$ cat src/rtl/game_countdown_timer_pkg.sv
// Shared definitions for the game countdown timer.
// Contents: FSM state encoding, second/BCD widths, and the binary-to-BCD helper
// used to build the reset/reload digits of the countdown length.
package game_countdown_timer_pkg;

   localparam int SECS_W = 7;
   localparam int BCD_W  = 4;

   typedef enum logic [1:0] {
      ST_IDLE = 2'b00,
      ST_RUN  = 2'b01,
      ST_DONE = 2'b10
   } state_e;

   // Returns {tens, ones}; valid for inputs 0..99.
   function automatic logic [2*BCD_W-1:0] bin_to_bcd(input logic [SECS_W-1:0] bin);
      return {BCD_W'(bin / 7'd10), BCD_W'(bin % 7'd10)};
   endfunction

endpackage

$ cat src/rtl/game_countdown_timer_if.sv
// Start/timerEnd handshake plus countdown status bundle.
// master : the start-button side (drives start, observes the rest)
// slave  : the countdown timer (observes start, drives status)
//   start     - level, high requests/holds a game
//   timerEnd  - level, high while the countdown has expired
//   running   - high while counting
//   warn      - high while counting and time is low
//   tick      - one-cycle pulse per elapsed second
//   secs_left - remaining seconds, binary
//   secs_tens - remaining seconds, BCD tens digit
//   secs_ones - remaining seconds, BCD ones digit
interface game_countdown_timer_if;
   import game_countdown_timer_pkg::*;

   logic              start;
   logic              timerEnd;
   logic              running;
   logic              warn;
   logic              tick;
   logic [SECS_W-1:0] secs_left;
   logic [BCD_W-1:0]  secs_tens;
   logic [BCD_W-1:0]  secs_ones;

   modport master (
      output start,
      input  timerEnd, running, warn, tick, secs_left, secs_tens, secs_ones
   );

   modport slave (
      input  start,
      output timerEnd, running, warn, tick, secs_left, secs_tens, secs_ones
   );

endinterface

$ cat src/rtl/game_countdown_timer_tick_prescaler.sv
// Divides clk down to a one-second boundary marker.
//   clk, rst - clock and async active-high reset
//   clear    - forces the count to 0 (has priority over enable)
//   enable   - advance the count this cycle
//   wrap     - high in the enabled cycle where the count is TICK_DIV-1
module game_countdown_timer_tick_prescaler #(
   parameter int TICK_DIV = 100_000_000
) (
   input  logic clk,
   input  logic rst,
   input  logic clear,
   input  logic enable,
   output logic wrap
);

   localparam int              CNT_W   = $clog2(TICK_DIV);
   localparam logic [CNT_W-1:0] CNT_MAX = CNT_W'(TICK_DIV - 1);

   logic [CNT_W-1:0] cnt_q;
   logic [CNT_W-1:0] cnt_d;

   assign wrap = enable && (cnt_q == CNT_MAX);

   // Next count: clear, wrap at TICK_DIV-1, or advance when enabled.
   always_comb begin
      cnt_d = cnt_q;
      if (clear) begin
         cnt_d = '0;
      end else if (enable) begin
         if (cnt_q == CNT_MAX) begin
            cnt_d = '0;
         end else begin
            cnt_d = cnt_q + CNT_W'(1);
         end
      end else begin
         cnt_d = cnt_q;
      end
   end

   // Count register.
   always_ff @(posedge clk or posedge rst) begin
      if (rst) begin
         cnt_q <= '0;
      end else begin
         cnt_q <= cnt_d;
      end
   end

endmodule

$ cat src/rtl/game_countdown_timer.sv
// Game countdown timer: responder side of the start/timerEnd 4-phase handshake.
// A held start launches a GAME_SECS countdown; on expiry timerEnd is raised
// and held until start drops. Remaining time is offered in binary and BCD.
//   clk  - system clock
//   rst  - async active-high reset
//   bus  - slave side of game_countdown_timer_if (start in, status out)
module game_countdown_timer
   import game_countdown_timer_pkg::*;
#(
   parameter int TICK_DIV  = 100_000_000,
   parameter int GAME_SECS = 30,
   parameter int WARN_SECS = 5
) (
   input  logic                  clk,
   input  logic                  rst,
   game_countdown_timer_if.slave bus
);

   localparam logic [SECS_W-1:0]    RELOAD_SECS = SECS_W'(GAME_SECS);
   localparam logic [2*BCD_W-1:0]   RELOAD_BCD  = bin_to_bcd(RELOAD_SECS);
   localparam logic [SECS_W-1:0]    WARN_LIM    = SECS_W'(WARN_SECS);

   state_e             state_q, state_d;
   logic [SECS_W-1:0]  secs_q, secs_d;
   logic [BCD_W-1:0]   tens_q, tens_d;
   logic [BCD_W-1:0]   ones_q, ones_d;
   logic               tick_q, tick_d;
   logic               running_q, running_d;
   logic               timer_end_q, timer_end_d;
   logic               warn_q, warn_d;
   logic               wrap_s;
   logic               decr_s;
   logic               pre_clear_s;
   logic               pre_en_s;

   // The prescaler only advances in RUN and is zeroed whenever IDLE is next,
   // so the first RUN cycle always starts from 0.
   assign pre_en_s    = (state_q == ST_RUN);
   assign pre_clear_s = (state_d == ST_IDLE);

   game_countdown_timer_tick_prescaler #(
      .TICK_DIV (TICK_DIV)
   ) u_prescaler (
      .clk    (clk),
      .rst    (rst),
      .clear  (pre_clear_s),
      .enable (pre_en_s),
      .wrap   (wrap_s)
   );

   // A second elapses only if the game is not being aborted in the same cycle.
   assign decr_s = (state_q == ST_RUN) && bus.start && wrap_s && (secs_q != '0);

   // FSM next state; abort (start low) takes priority over the final tick.
   always_comb begin
      state_d = state_q;
      case (state_q)
         ST_IDLE: begin
            if (bus.start) state_d = ST_RUN;
            else           state_d = ST_IDLE;
         end
         ST_RUN: begin
            if (!bus.start)                                   state_d = ST_IDLE;
            else if (wrap_s && (secs_q == SECS_W'(1)))        state_d = ST_DONE;
            else                                              state_d = ST_RUN;
         end
         ST_DONE: begin
            if (!bus.start) state_d = ST_IDLE;
            else            state_d = ST_DONE;
         end
         default: state_d = ST_IDLE;
      endcase
   end

   // Binary and BCD second counters; BCD ones borrow from tens at 0.
   always_comb begin
      secs_d = secs_q;
      tens_d = tens_q;
      ones_d = ones_q;
      if (state_d == ST_IDLE) begin
         secs_d = RELOAD_SECS;
         tens_d = RELOAD_BCD[2*BCD_W-1:BCD_W];
         ones_d = RELOAD_BCD[BCD_W-1:0];
      end else if (decr_s) begin
         secs_d = secs_q - SECS_W'(1);
         if (ones_q == 4'd0) begin
            ones_d = 4'd9;
            tens_d = tens_q - 4'd1;
         end else begin
            ones_d = ones_q - 4'd1;
            tens_d = tens_q;
         end
      end else begin
         secs_d = secs_q;
         tens_d = tens_q;
         ones_d = ones_q;
      end
   end

   // Status outputs derived from next-state values so they register in step.
   always_comb begin
      running_d   = (state_d == ST_RUN);
      timer_end_d = (state_d == ST_DONE);
      tick_d      = decr_s;
      warn_d      = (state_d == ST_RUN) && (secs_d <= WARN_LIM);
   end

   // State and output registers.
   always_ff @(posedge clk or posedge rst) begin
      if (rst) begin
         state_q     <= ST_IDLE;
         secs_q      <= RELOAD_SECS;
         tens_q      <= RELOAD_BCD[2*BCD_W-1:BCD_W];
         ones_q      <= RELOAD_BCD[BCD_W-1:0];
         tick_q      <= 1'b0;
         running_q   <= 1'b0;
         timer_end_q <= 1'b0;
         warn_q      <= 1'b0;
      end else begin
         state_q     <= state_d;
         secs_q      <= secs_d;
         tens_q      <= tens_d;
         ones_q      <= ones_d;
         tick_q      <= tick_d;
         running_q   <= running_d;
         timer_end_q <= timer_end_d;
         warn_q      <= warn_d;
      end
   end

   assign bus.timerEnd  = timer_end_q;
   assign bus.running   = running_q;
   assign bus.warn      = warn_q;
   assign bus.tick      = tick_q;
   assign bus.secs_left = secs_q;
   assign bus.secs_tens = tens_q;
   assign bus.secs_ones = ones_q;

endmodule

$ cat src/flat_wrapper.sv
// flat-port wrapper written by rule: the top's interface ports become plain ports
module game_countdown_timer_flat import game_countdown_timer_pkg::*;
#(
   parameter int TICK_DIV  = 100_000_000,
   parameter int GAME_SECS = 30,
   parameter int WARN_SECS = 5
)
  (clk, rst, bus_start, bus_timerEnd, bus_running, bus_warn, bus_tick, bus_secs_left, bus_secs_tens, bus_secs_ones);
  game_countdown_timer_if bus_i ();
  input  logic clk;
  input  logic rst;
  input wire logic [$bits(bus_i.start)-1:0] bus_start;
  output wire logic [$bits(bus_i.timerEnd)-1:0] bus_timerEnd;
  output wire logic [$bits(bus_i.running)-1:0] bus_running;
  output wire logic [$bits(bus_i.warn)-1:0] bus_warn;
  output wire logic [$bits(bus_i.tick)-1:0] bus_tick;
  output wire logic [$bits(bus_i.secs_left)-1:0] bus_secs_left;
  output wire logic [$bits(bus_i.secs_tens)-1:0] bus_secs_tens;
  output wire logic [$bits(bus_i.secs_ones)-1:0] bus_secs_ones;
  assign bus_i.start = bus_start;
  assign bus_timerEnd = bus_i.timerEnd;
  assign bus_running = bus_i.running;
  assign bus_warn = bus_i.warn;
  assign bus_tick = bus_i.tick;
  assign bus_secs_left = bus_i.secs_left;
  assign bus_secs_tens = bus_i.secs_tens;
  assign bus_secs_ones = bus_i.secs_ones;
  game_countdown_timer #(.TICK_DIV(TICK_DIV), .GAME_SECS(GAME_SECS), .WARN_SECS(WARN_SECS)) u_core (.clk(clk), .rst(rst), .bus(bus_i));
endmodule
$ cat config.mk
export PLATFORM = sky130hd
export DESIGN_NAME = game_countdown_timer_flat
export DESIGN_NICKNAME = d
export VERILOG_FILES = /design/src/rtl/game_countdown_timer_pkg.sv /design/src/rtl/game_countdown_timer_if.sv /design/src/rtl/game_countdown_timer_tick_prescaler.sv /design/src/rtl/game_countdown_timer.sv /design/src/flat_wrapper.sv
export SDC_FILE = /design/constraint.sdc
export NUM_CORES = 1
export LEC_CHECK = 0
export ABC_AREA = 1
export BUFFER_PORTS_ARGS = -buffer_cell sky130_fd_sc_hd__buf_4
export CAP_MARGIN = 20
export CORE_MARGIN = 1.5
export CORE_UTILIZATION = 45
export DETAILED_ROUTE_END_ITERATION = 7
export GPL_TIMING_DRIVEN = 0
export HOLD_SLACK_MARGIN = 0.1
export PLACE_DENSITY_LB_ADDON = 0.1
export SYNTH_ARGS = -nofsm -noshare
export SYNTH_HDL_FRONTEND = slang
export SYNTH_SLANG_ARGS = --single-unit
$ cat constraint.sdc
create_clock -name clk -period 5.2 [get_ports clk]
set_clock_uncertainty 0.1 [all_clocks]
set_input_delay 0.26 -clock clk [delete_from_list [all_inputs] [get_ports clk]]
set_output_delay 0.26 -clock clk [all_outputs]
set_load 0.01 [all_outputs]
==> results.py <==
metrics = {
    "synth": {
        "ys_seq_area_share_pct": 39.6,
        "synth_edf_count": 0,
        "synth.area.top_cells": "dfrtp_1 34%, nand2_1 9.6%, inv_1 6.1%",
        "yosysMostFrequentCell": "nand2_1",
        "ys_seq_elements": 48,
        "synth_warnings": 0,
        "synth_fp_nets": 399,
        "syn_avg_cell_area_um2": 7.83,
        "ys.flop_type": "dfrtp_1",
        "synthArstFlopShare_pct": 100,
        "netlist_area_um2": 3050,
        "netlist.area_leader.share_pct": 34.4,
        "ys_types": 43,
        "synth_top_cell_by_area": "dfrtp_1",
        "yosys-top-cells-count": "78 x nand2_1, 50 x inv_1, 42 x dfrtp_1",
        "syn-instance-count": 390,
    },
    "finish": {
        "final_cells": 498,
        "final_nets": 429,
        "fin_util_pct": 53.5,
        "fillers": 633,
        "antenna_cells": 0,
        "syn2layout_area_growth_pct": 13.3,
        "layout-drive-gt1-share_pct": 19.0,
    },
    "pwr": {
        "comb_power_share_pct": 10.9,
        "p_leak_nw": 1.59,
        "max-vdd-ir-drop_mv": 0.131,
        "internal_power_mw": 0.575,
        "seqPwrFrac_pct": 51.2,
        "power_density_nw_per_um2": 222,
        "swShare_pct": 25.1,
        "clkPwrFrac_pct": 37.9,
        "switching_power_mw": 0.192,
    },
    "sta": {
        "rsz0062_at_grt": "false",
        "finalHoldViolations": 0,
        "finalMaxSlewViolations": 0,
        "setup_tns_ns": 0,
        "setup_viol": 0,
        "slew_headroom_pct": 61.0,
        "fmax_mhz": 473,
        "worst_slew_pin_slew_ns": 0.579,
        "post-route-min-period_ns": 2.12,
        "min_period_over_period_pct": 40.7,
        "setup_ws_ns": 3.08,
    },
    "worst_setup_path": {
        "critPathCaptureType": "flip-flop",
        "cp.arrival_ns": 2.26,
        "path_delay_family": "simple AND/OR/NAND/NOR gates",
        "critPathBufInv": 1,
        "critPathKind": "reg -> reg",
        "slowest_delay_ns": 0.56,
        "crit_chain": "inv_1 > ha_1 > nand2_1 > nor2_2 > nor2_4 > nand3_4 > nand2_1 > nand2_1 > a21oi_1 > nand2_1 > nor2_1",
        "cpMostUsedCell": "nand2_1",
        "reg2reg_depth": 11,
        "crit_cells": 11,
        "r2r_setup_slack_ns": 3.08,
        "worstPathRequired_ns": 5.35,
        "slowest_stage": "dfstp_2",
        "crit_fanout": 9,
        "critPathCapture": "u_core.bus.warn$_DFF_PP0_",
        "rr_endpoint": "u_core.bus.warn$_DFF_PP0_",
        "worstReg2RegStart": "u_core.bus.secs_left[1]$_DFF_PP1_",
        "cp-start-kind": "flip-flop",
        "startpoint": "u_core.bus.secs_left[1]$_DFF_PP1_",
    },
    "floorplan": {
        "rows": 29,
        "core-area_um2": 6460,
        "die-area_um2": 7290,
        "chipHeight_um": 85.4,
        "start_util_pct": 47.3,
        "fp.dieW_um": 85.4,
        "pin_count": 22,
    },
    "cts": {
        "ctsHoldBuffers": 1,
        "cts.sinks": 48,
        "clock_latency_ns": 0.31,
        "cts_tree": "built",
        "ctsResizeCount": 0,
        "htree_num_levels": 2,
        "postCtsSetupBuffers": 0,
        "cts-root-buf": "clkbuf_8",
        "ctsLongestPathBuffers": 2,
        "cts_buffers": 5,
        "cts.clk_slew.worst_paths_ns": 0.10,
    },
    "hold_path": {
        "hold_class": "in -> reg",
    },
    "routing": {
        "drt_pre_antenna_iters": 7,
        "drtIter0Drc": 170,
        "ant_nets": 0,
        "wire_per_inst_um": 14.6,
        "wl_um": 7270,
        "drc": 2,
        "via_count": 2681,
        "via_per_inst": 5.38,
    },
    "placement": {
        "dp_hpwl_um": 5450,
        "io_buffers": 21,
        "dpl_worst_slack_ns": 3.14,
        "dp_cells": 489,
        "gp_routability_congestion": 0.948,
    },
    "global_route": {
        "grt_overflow": 0,
        "grt_start_max_net_pins": 31,
        "grt_antenna_before_repair": 0,
        "track_usage_pct": 21.3,
        "grt_pass1_wl_um": 12400,
        "grt_pass1_vias": 2611,
    },
    "run_status": {
        "status": "complete, but fails checks",
        "violations": "DRC",
    },
    "job": {
        "drv_cap": 0,
    },
}
==> cell type report <==
type | count | area (µm²) | share of cell area (%)
tap | 77 | 96.3 | 2.79
clock buffer | 6 | 82.6 | 2.39
buffer | 7 | 41.3 | 1.19
multi-input combinational | 277 | 1580 | 45.7
timing repair buffer | 23 | 188 | 5.43
clock inverter | 2 | 38.8 | 1.12
sequential | 48 | 1210 | 34.9
inverter | 58 | 224 | 6.48
==> how the worst min path moves through the flow <==
stage / start / to / slack [ns] / cells after the start
after floorplan: bus_start / u_core.bus.timerEnd$_DFF_PP0_ / 0.31 / 2
after global placement: u_core.bus.secs_tens[3]$_DFFE_PP0P_ / u_core.bus.secs_tens[3]$_DFFE_PP0P_ / 0.43 / 2
after detailed placement: rst / u_core.bus.secs_ones[2]$_DFFE_PP0P_ / 0.20 / 2
after CTS: bus_start / u_core.bus.timerEnd$_DFF_PP0_ / 0.14 / 3
after global routing: bus_start / u_core.state_q[1]$_DFF_PP0_ / 0.16 / 3
final: bus_start / u_core.bus.timerEnd$_DFF_PP0_ / 0.15 / 3
==> logic make-up (layout without fill, tap and decap cells) <==
logic type,Yosys count,after routing,synth area share (%)
xor gates and xnor gates,15,15,4.30
DFF,48,48,39.6
buffers and inverters,65,96,8.69
adders and majority gates,6,6,2.46
AOI/OAI and AO/OA,57,57,11.1
and+or+nand+nor,199,199,33.9
==> flip-flops by register name (all words and copies together) (netlist names) <==
name / flops
u_core.bus.timerEnd: 1
u_core.bus.secs_tens: 4
u_core.u_prescaler.cnt_q: 27
u_core.state_q: 2
u_core.bus.secs_left: 7
u_core.bus.secs_ones: 4
u_core.bus.tick: 1
u_core.bus.warn: 1
u_core.bus.running: 1
==> worst reg2reg max path, cell delays in order (launching register included) <==
cell and delay [ns]:
dfstp_2 0.56, inv_1 0.06, ha_1 0.22, nand2_1 0.15, nor2_2 0.06, nor2_4 0.22, nand3_4 0.19, nand2_1 0.13
nand2_1 0.08, a21oi_1 0.12, nand2_1 0.07, nor2_1 0.09
==> layout by cell type, fill, tap and decap left out, types with 2 or more instances in the layout <==
master | netlist | layout
clkinv_4 | 1 | 2
nor2_8 | 3 | 3
nor4_1 | 4 | 4
nor2_4 | 5 | 5
o21ai_1 | 4 | 4
nor2_1 | 34 | 34
xor2_1 | 12 | 12
nor2_2 | 4 | 4
nand4_1 | 10 | 10
nor3_1 | 11 | 11
clkbuf_8 | 0 | 6
a21oi_1 | 8 | 8
nand3b_1 | 2 | 2
o22ai_1 | 12 | 12
o21ai_0 | 19 | 19
dfstp_2 | 6 | 6
nand2_4 | 3 | 3
nand3_2 | 3 | 3
buf_2 | 3 | 3
a31oi_1 | 4 | 4
o31ai_1 | 3 | 3
nand2_2 | 6 | 6
nand3_1 | 32 | 32
nand2_1 | 78 | 78
buf_4 | 1 | 22
inv_1 | 50 | 49
inv_2 | 6 | 7
dfrtp_1 | 42 | 42
clkbuf_1 | 2 | 2
xnor2_1 | 3 | 3
ha_1 | 6 | 6
==> power by group through the flow <==
stage / registers (mW) / clock network, mW / logic [mW]
finish: 0.393 / 0.290 / 0.0839
global route: 0.394 / 0.311 / 0.0957
CTS: 0.393 / 0.298 / 0.0854
detailed placement: 0.400 / 0 / 0.0845
global placement: 0.400 / 0 / 0.0806
floorplan: 0.403 / 0 / 0.0498
==> through the flow <==
step                total power, mW  area, µm²  hold WS [ns]
floorplan                     0.453       3050         0.306
global placement              0.480       3310         0.427
detailed placement            0.484       3330         0.196
CTS                           0.776       3460         0.139
global route                  0.801       3460         0.157
finish                        0.767       3460         0.146
==> routing by layer <==
| layer | track usage [%] | up-vias | routed length (µm) |
|---|---|---|---|
| met2 | 34.1 | 51 | 3320 |
| li1 | - | 1352 | - |
| met5 | 0 | - | 0 |
| met4 | 5.72 | 0 | 65 |
| met3 | 3.50 | 6 | 195 |
| met1 | 30.1 | 1272 | 3690 |
Note: power is estimated with default switching activity, not from simulation.
